--- src/rtl/player_mover.sv ---
// rtl/player_mover.sv - player turn/move update with grid collision checks and frame throttle
//
// Purpose: on an accepted start, applies turn keys to the angle, reads cos/sin of
// the new angle from an external LUT, moves along it (forward/backward), and checks
// each axis against an external wall map so the player can slide along walls.
// Results appear on next_* together with a one-cycle done, 6 cycles after start.
// Updates closer together than FRAME_TICKS cycles pass cur_* through unchanged.
//
// Ports:
//   clock, reset            system clock, synchronous active-high reset
//   start / done            update request (accepted in IDLE) / completion pulse
//   turn_*, move_*          key levels, latched with start
//   cur_pos_x/y, cur_angle  current player state, latched with start
//   next_pos_x/y, next_angle updated player state, valid from done
//   trig_angle -> trig_cos/trig_sin   trig LUT, 1-cycle read latency
//   grid_x/grid_y -> grid_out         wall map, 1-cycle read latency
//
// Build option: define PLAYER_MOVER_STRAFE_EN to add strafe_left/strafe_right.

module player_mover #(
  parameter int POS_X_W     = 14,
  parameter int POS_Y_W     = 13,
  parameter int ANGLE_W     = 8,
  parameter int GRID_X_W    = 6,
  parameter int GRID_Y_W    = 5,
  parameter int CELL_W      = 3,
  parameter int TRIG_W      = 10,
  parameter int TURN_STEP   = 2,
  parameter int SPEED_SHIFT = 4,
  parameter int FRAME_TICKS = 2000000
) (
  input  logic                      clock,
  input  logic                      reset,
  input  logic                      start,
  output logic                      done,
  input  logic                      turn_right,
  input  logic                      turn_left,
  input  logic                      move_forward,
  input  logic                      move_backward,
`ifdef PLAYER_MOVER_STRAFE_EN
  input  logic                      strafe_left,
  input  logic                      strafe_right,
`endif
  input  logic [POS_X_W-1:0]        cur_pos_x,
  input  logic [POS_Y_W-1:0]        cur_pos_y,
  input  logic [ANGLE_W-1:0]        cur_angle,
  output logic [POS_X_W-1:0]        next_pos_x,
  output logic [POS_Y_W-1:0]        next_pos_y,
  output logic [ANGLE_W-1:0]        next_angle,
  output logic [ANGLE_W-1:0]        trig_angle,
  input  logic signed [TRIG_W-1:0]  trig_cos,
  input  logic signed [TRIG_W-1:0]  trig_sin,
  output logic [GRID_X_W-1:0]       grid_x,
  output logic [GRID_Y_W-1:0]       grid_y,
  input  logic [CELL_W-1:0]         grid_out
);

  localparam int CNT_W = $clog2(FRAME_TICKS + 1);
  localparam logic [CNT_W-1:0] FRAME_MAX = CNT_W'(FRAME_TICKS);
  // Delta width leaves headroom for forward + strafe sums.
  localparam int DW = TRIG_W + 2;
  // Candidate positions carry two extra bits: one for overflow, one for sign.
  localparam int XW = POS_X_W + 2;
  localparam int YW = POS_Y_W + 2;

  typedef enum logic [2:0] {
    IDLE, TRIG_REQ, TRIG_CAP, PROBE_X, CHECK_X, PROBE_Y, CHECK_Y
  } state_t;

  state_t state, state_nxt;

  logic [CNT_W-1:0]   frame_cnt;
  logic               accept, apply;
  logic [ANGLE_W-1:0] turned_angle, angle_q;
  logic [POS_X_W-1:0] cur_x_q, cand_x_q, acc_x_q, acc_x;
  logic [POS_Y_W-1:0] cur_y_q, cand_y_q, acc_y;
  logic               fwd_q, bwd_q, blk_x_q, blk_y_q;
  logic               sl_q, sr_q;
  logic signed [TRIG_W-1:0] dx, dy;
  logic signed [DW-1:0]     dx_e, dy_e, mv_x, mv_y, side_x, side_y, del_x, del_y;
  logic [XW-1:0]      cand_x;
  logic [YW-1:0]      cand_y;

  assign accept = (state == IDLE) && start;
  assign apply  = (frame_cnt == FRAME_MAX);

  always_ff @(posedge clock) begin
    if (reset) state <= IDLE;
    else       state <= state_nxt;
  end

  always_comb begin
    state_nxt = state;
    case (state)
      IDLE:     if (start) state_nxt = TRIG_REQ;
      TRIG_REQ: state_nxt = TRIG_CAP;
      TRIG_CAP: state_nxt = PROBE_X;
      PROBE_X:  state_nxt = CHECK_X;
      CHECK_X:  state_nxt = PROBE_Y;
      PROBE_Y:  state_nxt = CHECK_Y;
      CHECK_Y:  state_nxt = IDLE;
      default:  state_nxt = IDLE;
    endcase
  end

  // A throttled request takes the turn with no keys, so angle stays as-is.
  always_comb begin
    turned_angle = cur_angle;
    if (apply && turn_right && !turn_left)
      turned_angle = cur_angle + ANGLE_W'(TURN_STEP);
    else if (apply && turn_left && !turn_right)
      turned_angle = cur_angle - ANGLE_W'(TURN_STEP);
  end

  assign dx   = trig_cos >>> SPEED_SHIFT;
  assign dy   = trig_sin >>> SPEED_SHIFT;
  assign dx_e = DW'(dx);
  assign dy_e = DW'(dy);

  always_comb begin
    mv_x   = '0;
    mv_y   = '0;
    side_x = '0;
    side_y = '0;
    if (fwd_q && !bwd_q) begin
      mv_x = dx_e;
      mv_y = dy_e;
    end else if (bwd_q && !fwd_q) begin
      mv_x = -dx_e;
      mv_y = -dy_e;
    end
    if (sr_q && !sl_q) begin
      side_x = -dy_e;
      side_y = dx_e;
    end else if (sl_q && !sr_q) begin
      side_x = dy_e;
      side_y = -dx_e;
    end
    del_x = mv_x + side_x;
    del_y = mv_y + side_y;
  end

  // Any set bit above the position width means the candidate left the map.
  assign cand_x = {2'b00, cur_x_q} + XW'(del_x);
  assign cand_y = {2'b00, cur_y_q} + YW'(del_y);

  assign acc_x = (!blk_x_q && grid_out == '0) ? cand_x_q : cur_x_q;
  assign acc_y = (!blk_y_q && grid_out == '0) ? cand_y_q : cur_y_q;

  always_ff @(posedge clock) begin
    if (reset) begin
      done       <= 1'b0;
      next_pos_x <= '0;
      next_pos_y <= '0;
      next_angle <= '0;
      trig_angle <= '0;
      grid_x     <= '0;
      grid_y     <= '0;
      frame_cnt  <= FRAME_MAX;
      cur_x_q    <= '0;
      cur_y_q    <= '0;
      cand_x_q   <= '0;
      cand_y_q   <= '0;
      acc_x_q    <= '0;
      angle_q    <= '0;
      fwd_q      <= 1'b0;
      bwd_q      <= 1'b0;
      sl_q       <= 1'b0;
      sr_q       <= 1'b0;
      blk_x_q    <= 1'b0;
      blk_y_q    <= 1'b0;
    end else begin
      done <= 1'b0;
      if (accept && apply)          frame_cnt <= '0;
      else if (frame_cnt != FRAME_MAX) frame_cnt <= frame_cnt + 1'b1;

      case (state)
        IDLE: if (start) begin
          cur_x_q    <= cur_pos_x;
          cur_y_q    <= cur_pos_y;
          angle_q    <= turned_angle;
          trig_angle <= turned_angle;
          // Masking the keys turns a throttled request into a pass-through.
          fwd_q      <= move_forward  & apply;
          bwd_q      <= move_backward & apply;
`ifdef PLAYER_MOVER_STRAFE_EN
          sl_q       <= strafe_left   & apply;
          sr_q       <= strafe_right  & apply;
`else
          sl_q       <= 1'b0;
          sr_q       <= 1'b0;
`endif
        end
        TRIG_CAP: begin
          cand_x_q <= cand_x[POS_X_W-1:0];
          cand_y_q <= cand_y[POS_Y_W-1:0];
          blk_x_q  <= |cand_x[XW-1:POS_X_W];
          blk_y_q  <= |cand_y[YW-1:POS_Y_W];
          grid_x   <= cand_x[POS_X_W-1 -: GRID_X_W];
          grid_y   <= cur_y_q[POS_Y_W-1 -: GRID_Y_W];
        end
        CHECK_X: begin
          acc_x_q <= acc_x;
          grid_x  <= acc_x[POS_X_W-1 -: GRID_X_W];
          grid_y  <= cand_y_q[POS_Y_W-1 -: GRID_Y_W];
        end
        CHECK_Y: begin
          next_pos_x <= acc_x_q;
          next_pos_y <= acc_y;
          next_angle <= angle_q;
          done       <= 1'b1;
        end
        default: ;
      endcase
    end
  end

endmodule

--- config.mk ---
export PLATFORM = sky130hd
export DESIGN_NAME = player_mover
export DESIGN_NICKNAME = d
export VERILOG_FILES = /design/src/rtl/player_mover.sv
export SDC_FILE = /design/constraint.sdc
export NUM_CORES = 1
export LEC_CHECK = 0
export BUFFER_PORTS_ARGS = -buffer_cell sky130_fd_sc_hd__buf_2
export CORE_UTILIZATION = 59
export CTS_BUF_LIST = sky130_fd_sc_hd__clkbuf_8
export CTS_CLUSTER_SIZE = 20
export DETAILED_ROUTE_END_ITERATION = 7
export PLACE_DENSITY = 0.83
export SKIP_CTS_REPAIR_TIMING = 1
export SLEW_MARGIN = 20
export SYNTH_ARGS = -nofsm -noshare
export SYNTH_HDL_FRONTEND = slang
export SYNTH_SLANG_ARGS = --single-unit
--- constraint.sdc ---
create_clock -name clock -period 4.46 [get_ports clock]
set_input_delay 0.446 -clock clock [delete_from_list [all_inputs] [get_ports clock]]
set_output_delay 0.446 -clock clock [all_outputs]
set_load 0.01 [all_outputs]
==> results.toml, run 1 <==
[pwr]
cellLeakagePower_nw = 3.52
pwr_density_cell_mw_per_mm2 = 392
peakVddDrop_uv = 261

[floorplan]
ioPinCount = 120
die_x_microns = 115
start_util_pct = 61.7
num_rows = 40
die_h_microns = 115
core_sq_mm = 0.0122
die_area_sq_mm = 0.0132

[critical_path]
slowest_delay_ps = 660
crit_family = "simple AND/OR/NAND/NOR gates"
arrival_ps = 3980
cpMostUsedCell = "and3_1"
worst-path-buf-inv = 0
cp-start-kind = "register"
crit_slowest_cell = "nor2b_1"
critical_path_class = "register to register"
crit_required_ps = 4810
cp_cell_sequence = "nor2b_1 > nand2_1 > o31ai_1 > ha_1 > and3_1 > o211ai_1 > and3_1 > o21ai_0 > o21a_1 > a2111o_1 > a32o_1"
cp-end-kind = "register"
cp_max_fo = 11

[timing]
period_minus_slack_ps = 3630
fin_worst_skew_ps = 11.9
slew_headroom_pct = 31.0
clock.fmax_ghz = 0.275
finalMaxSlewViolations = 0
tns_ps = 0
final-setup-viol-count = 0
finalCritPeriodShare_pct = 81.4
worst_slew_pin_slew_ps = 1030
hold_violations = 0
rsz0062_at_grt = "no"

[route]
wl_mm = 17.5
vias = 6729
wl_per_cell_microns = 14.7
post_drt_via_cell_ratio = 5.65
drt_iter0_markers = 487
drcViolationCount = 0
first_pass_iters = 6
antenna_left = 0

[clock_network]
cts_buffer_depth = 2
cts_num_sinks = 151
clock_tree.root_cell = "clkbuf_8"
clk_pin_slew_ps = 80
tritoncts = "built"
htree_levels = 4
numCtsBuffers = 17
clock_latency_ps = 450

[yosys]
yosysSeqAreaShare_pct = 40.1
yosysWarnings = 0
synth_area_sq_mm = 0.00753
yosysUniqueCellTypes = 64
syn_inst = 928
ys_seq_elements = 151
synthArstFlopShare_pct = 0
synth_area_leaders = "dfxtp_1 40%, nand2_1 9.4%, a21oi_1 7.2%"
synth_top_area_share_pct = 40.1
synth-edff-count = 0
ys.flop_type = "dfxtp_1"
synthesis.nets = 1031
synth.avg_cell_area_sq_um = 8.12
yosysTopAreaCell = "dfxtp_1"

[placed_design]
gp_congestion = 0.880
placed_area_sq_mm = 0.00818
dp_hpwl_mm = 12.5
port_buffers = 111

[hold_path]
hp-class = "input pin to register"

[global_route]
grt_usage_pct = 28.7
grt_antenna_before_repair = 0
grt_pass1_wl_mm = 29.4
grt_remaining_overflow = 0
grt_pass1_vias = 6289
grt_max_degree = 77

[cells_and_area]
area_growth_pct = 13.1
multi_input_area_sq_mm = 0.00429
area.sequential_sq_mm = 0.00302
final_layout_size_suffix_gt1_share_pct = 15.7
diodes = 0
fin_nets = 1116
nFillCells = 1037
final_area_sq_mm = 0.00852

[run_status]
outcome = "finished clean"

[run]
drv_cap = 0
flip-flops by register name, summed over array words and instances (netlist names), 6 cells and up:
| signal | flops |
|---|---|
| frame_cnt | 21 |
| acc_x_q | 14 |
| cand_x_q | 14 |
| cur_x_q | 14 |
| next_pos_x | 14 |
| cand_y_q | 13 |
| cur_y_q | 13 |
| next_pos_y | 13 |
| angle_q | 8 |
| next_angle | 8 |
| grid_x | 6 |
metrics by stage:
| stage | power [mW] | hold WS, ps | setup WS [ps] | instances | util (%) |
|---|---|---|---|---|---|
| finish | 3.34 | 223 | 830 | 1190 | 69.8 |
| global route | 3.55 | 195 | 624 | 1190 | 69.8 |
| detailed placement | 2.42 | 434 | 752 | 1162 | 67.0 |
| CTS | 3.35 | 198 | 853 | 1190 | 69.8 |
| floorplan | 2.20 | 417 | 1210 | 928 | - |
| global placement | 2.40 | 428 | 827 | 1162 | 67.0 |
worst register-to-register path, cell delays in order (launching register included):
cell and delay, ps:
dfxtp_1 360, nor2b_1 660, nand2_1 280, o31ai_1 250, ha_1 410, and3_1 260, o211ai_1 90, and3_1 220
o21ai_0 150, o21a_1 210, a2111o_1 380, a32o_1 260
power by group:
part	switching [mW]	internal, mW
sequential	0.104	1.45
clock	0.474	0.462
combinational	0.518	0.324
path summary, 6_finish.rpt:
kind,from,end,slack (ps),cells past startpoint
min reg2reg,cand_x_q[10],cand_x_q[10],440,2
max reg2reg,fwd_q,blk_y_q,830,11
min,cur_pos_y[4],cur_y_q[4],220,3
max,fwd_q,blk_y_q,830,11
metal layers:
layer  track usage (%)  wire, microns  part of all wire, %
met5                 0              0                    0
met3              6.91           1090                  6.2
met2              48.3           8350                   48
met4              10.7            337                  1.9
met1              35.7           7760                   44
synth_stat cells, types with 9 or more instances:
cell type,number
nand2_1,188
dfxtp_1,151
a21oi_1,109
nor2_1,86
clkbuf_1,45
ha_1,36
a211oi_1,33
mux2i_1,25
xnor2_1,23
nand3_1,17
o21ai_0,16
xor2_1,16
and3_1,13
inv_1,13
o31ai_1,13
a21o_1,12
nor3_1,11
nand2b_1,9
or3_1,9
layout by cell type, fill, tap and decap left out, types with 3 or more instances in the layout:
| master | n |
|---|---|
| a211oi_1 | 33 |
| a21o_1 | 12 |
| a21oi_1 | 109 |
| a22o_1 | 3 |
| a22oi_1 | 3 |
| a311oi_1 | 7 |
| a31oi_1 | 6 |
| a32o_1 | 3 |
| and3_1 | 13 |
| buf_2 | 110 |
| buf_4 | 8 |
| clkbuf_8 | 20 |
| clkinv_2 | 4 |
| dfxtp_1 | 151 |
| ha_1 | 36 |
| inv_1 | 16 |
| mux2_2 | 3 |
| mux2i_1 | 25 |
| nand2_1 | 188 |
| nand2b_1 | 9 |
| nand3_1 | 17 |
| nand3b_1 | 4 |
| nand4_1 | 8 |
| nor2_1 | 85 |
| nor2b_1 | 6 |
| nor3_1 | 11 |
| nor4_1 | 5 |
| o211ai_1 | 6 |
| o21a_1 | 6 |
| o21ai_0 | 16 |
| o31ai_1 | 13 |
| or3_1 | 9 |
| xnor2_1 | 23 |
| xor2_1 | 16 |
logic make-up after synthesis:
logic type	synth area share, %
xor+xnor	4.53
mux	3.77
simple gates	21.9
flops	40.1
fa+ha+maj	6.51
compound gates	19.7
buf+inv	3.40
layout make-up:
| cell class | count | area share [%] |
|---|---|---|
| Clock buffer | 20 | 3.23 |
| Clock inverter | 8 | 0.720 |
| Inverter | 14 | 0.617 |
| Multi-Input combinational cell | 711 | 50.3 |
| Sequential cell | 151 | 35.5 |
| Tap cell | 168 | 2.47 |
| Timing Repair Buffer | 118 | 7.17 |
Note: power is estimated with default switching activity, not from simulation.
==> run 2: changes to the inputs <==
Clock period 4.46 ns to 3.7 ns, I/O delays scaled along.
==> run 2 against run 1 <==
  * Clock power increased by 33%
  * Critical path type unchanged
  * Wire length rose by 3.1%
  * Via count up 2.2%
==> results.toml, run 2 (synthesized netlist as in run 1, its figures left out) <==
[global_route]
grt_usage_pct = 28.6
grt_pass1_wl_mm = 29.6
grt_remaining_overflow = 0
grt_max_degree = 80
grt_pass1_vias = 6319
grt_antenna_before_repair = 0

[timing]
rsz0062_at_grt = "no"
hold_violations = 0
final-setup-viol-count = 0
hold_slack_ps = 163
period_minus_slack_ps = 3370
finalCritPeriodShare_pct = 90.9
fin_ws_ps = 335
clock.fmax_ghz = 0.297
fin_worst_skew_ps = 12.4
worst_slew_pin_slew_ps = 1050
finalMaxSlewViolations = 0
slew_headroom_pct = 29.7
tns_ps = 0

[clock_network]
clock_tree.root_cell = "clkbuf_8"
cts_num_sinks = 151
htree_levels = 4
cts_buffer_depth = 2
clk_pin_slew_ps = 80
numCtsBuffers = 17
tritoncts = "built"
clock_latency_ps = 440

[critical_path]
arrival_ps = 3720
cp-start-kind = "register"
cp-end-kind = "register"
critical_path_class = "register to register"
reg2reg_from = "fwd_q"
crit_family = "compound AO/OA/AOI/OAI gates"
worst-path-buf-inv = 1
worstReg2RegEnd = "blk_x_q"
slowest_delay_ps = 450
crit_slowest_cell = "o41ai_2"
crit_required_ps = 4050
reg2reg_slack_ps = 330
cp_cell_sequence = "nor2b_1 > buf_4 > a22o_1 > ha_1 > a21oi_1 > nor2_1 > o41ai_2 > o21bai_1 > a221o_1 > and4_4 > nor4_1"
cp_max_fo = 6
reg2reg_depth = 11

[floorplan]
num_rows = 40
start_util_pct = 61.7
core_sq_mm = 0.0122
ioPinCount = 120
die_x_microns = 115
die_area_sq_mm = 0.0132
die_h_microns = 115

[placed_design]
dp_hpwl_mm = 12.6
placed_area_sq_mm = 0.00824
pre_cts_ws_ps = 170
port_buffers = 111
gp_congestion = 0.895

[hold_path]
hp-class = "input pin to register"
worstHoldEndpoint = "angle_q[0]"
hold_depth = 3
hp-start = "cur_angle[0]"

[pwr]
peakVddDrop_uv = 412
pwr_density_cell_mw_per_mm2 = 486
cellLeakagePower_nw = 3.56

[cells_and_area]
area.sequential_sq_mm = 0.00302
fin_nets = 1123
final_area_sq_mm = 0.00863
largest_reg_flops = 21
top_register = "frame_cnt"
nFillCells = 1013
multi_input_area_sq_mm = 0.00429
layout_common_cells = "188 x nand2_1, 151 x dfxtp_1, 110 x buf_2, 109 x a21oi_1, 85 x nor2_1"
area_growth_pct = 14.5
finalCoreUtilization_pct = 70.6
final_common_cell = "nand2_1"
final_layout_size_suffix_gt1_share_pct = 16.6
diodes = 0

[run]
drv_cap = 0

[route]
drt_iter0_markers = 547
wl_per_cell_microns = 15.1
antenna_left = 0
post_drt_via_cell_ratio = 5.73
first_pass_iters = 5
vias = 6875
drcViolationCount = 0
wl_mm = 18.1

[run_status]
outcome = "finished clean"
==> run 2: changes by cell type in the layout (fill, tap and decap cells not counted) <==
cell / change
bufinv_16: +1
clkbuf_8: +1
inv_1: -2
buf_4: +7
clkinv_2: -1
clkinvlp_4: +3
==> run 2: area by class of cell <==
cell class                 instances  area share (%)
multi-input combinational        711            49.7
tap                              168            2.44
clock buffer                      21            3.35
inverter                          14           0.609
sequential                       151            35.0
clock inverter                     9            1.17
timing repair buffer             125            7.69
==> run 2: how the worst max path moves through the flow <==
| stage | slack, ps | startpoint | endpoint | cells after the start |
|---|---|---|---|---|
| floorplan | 520 | trig_cos[5] | cand_x_q[12] | 12 |
| global placement | 230 | trig_sin[6] | blk_y_q | 12 |
| detailed placement | 170 | trig_sin[6] | blk_y_q | 12 |
| CTS | 340 | fwd_q | blk_x_q | 12 |
| global route | 60 | fwd_q | blk_x_q | 11 |
| finish | 330 | fwd_q | blk_x_q | 11 |
==> run 2: stage by stage <==
| step | cells | total power [mW] |
|---|---|---|
| global placement | 1169 | 2.92 |
| floorplan | 928 | 2.66 |
| CTS | 1199 | 4.20 |
| detailed placement | 1169 | 2.97 |
| global route | 1199 | 4.42 |
| finish | 1199 | 4.19 |
==> run 2: tightest hold or removal path, cell delays in order <==
cell and delay [ps]:
buf_2 90, nand2_1 40, a21oi_1 50
==> run 2: routing by layer <==
metal / vias to the layer above / GRT usage (%) / part of all wire (%)
met5: - / 0 / 0
met4: 0 / 9.18 / 2.0
met3: 26 / 6.33 / 6.4
met2: 219 / 48.5 / 48
li1: 3447 / - / -
met1: 3183 / 36.2 / 44
==> run 2: power by group <==
part / total [mW] / internal [mW] / switching [mW]
combinational: 1.06 / 0.416 / 0.645
sequential: 1.88 / 1.75 / 0.131
clock: 1.25 / 0.658 / 0.589
total: 4.19 / 2.83 / 1.36
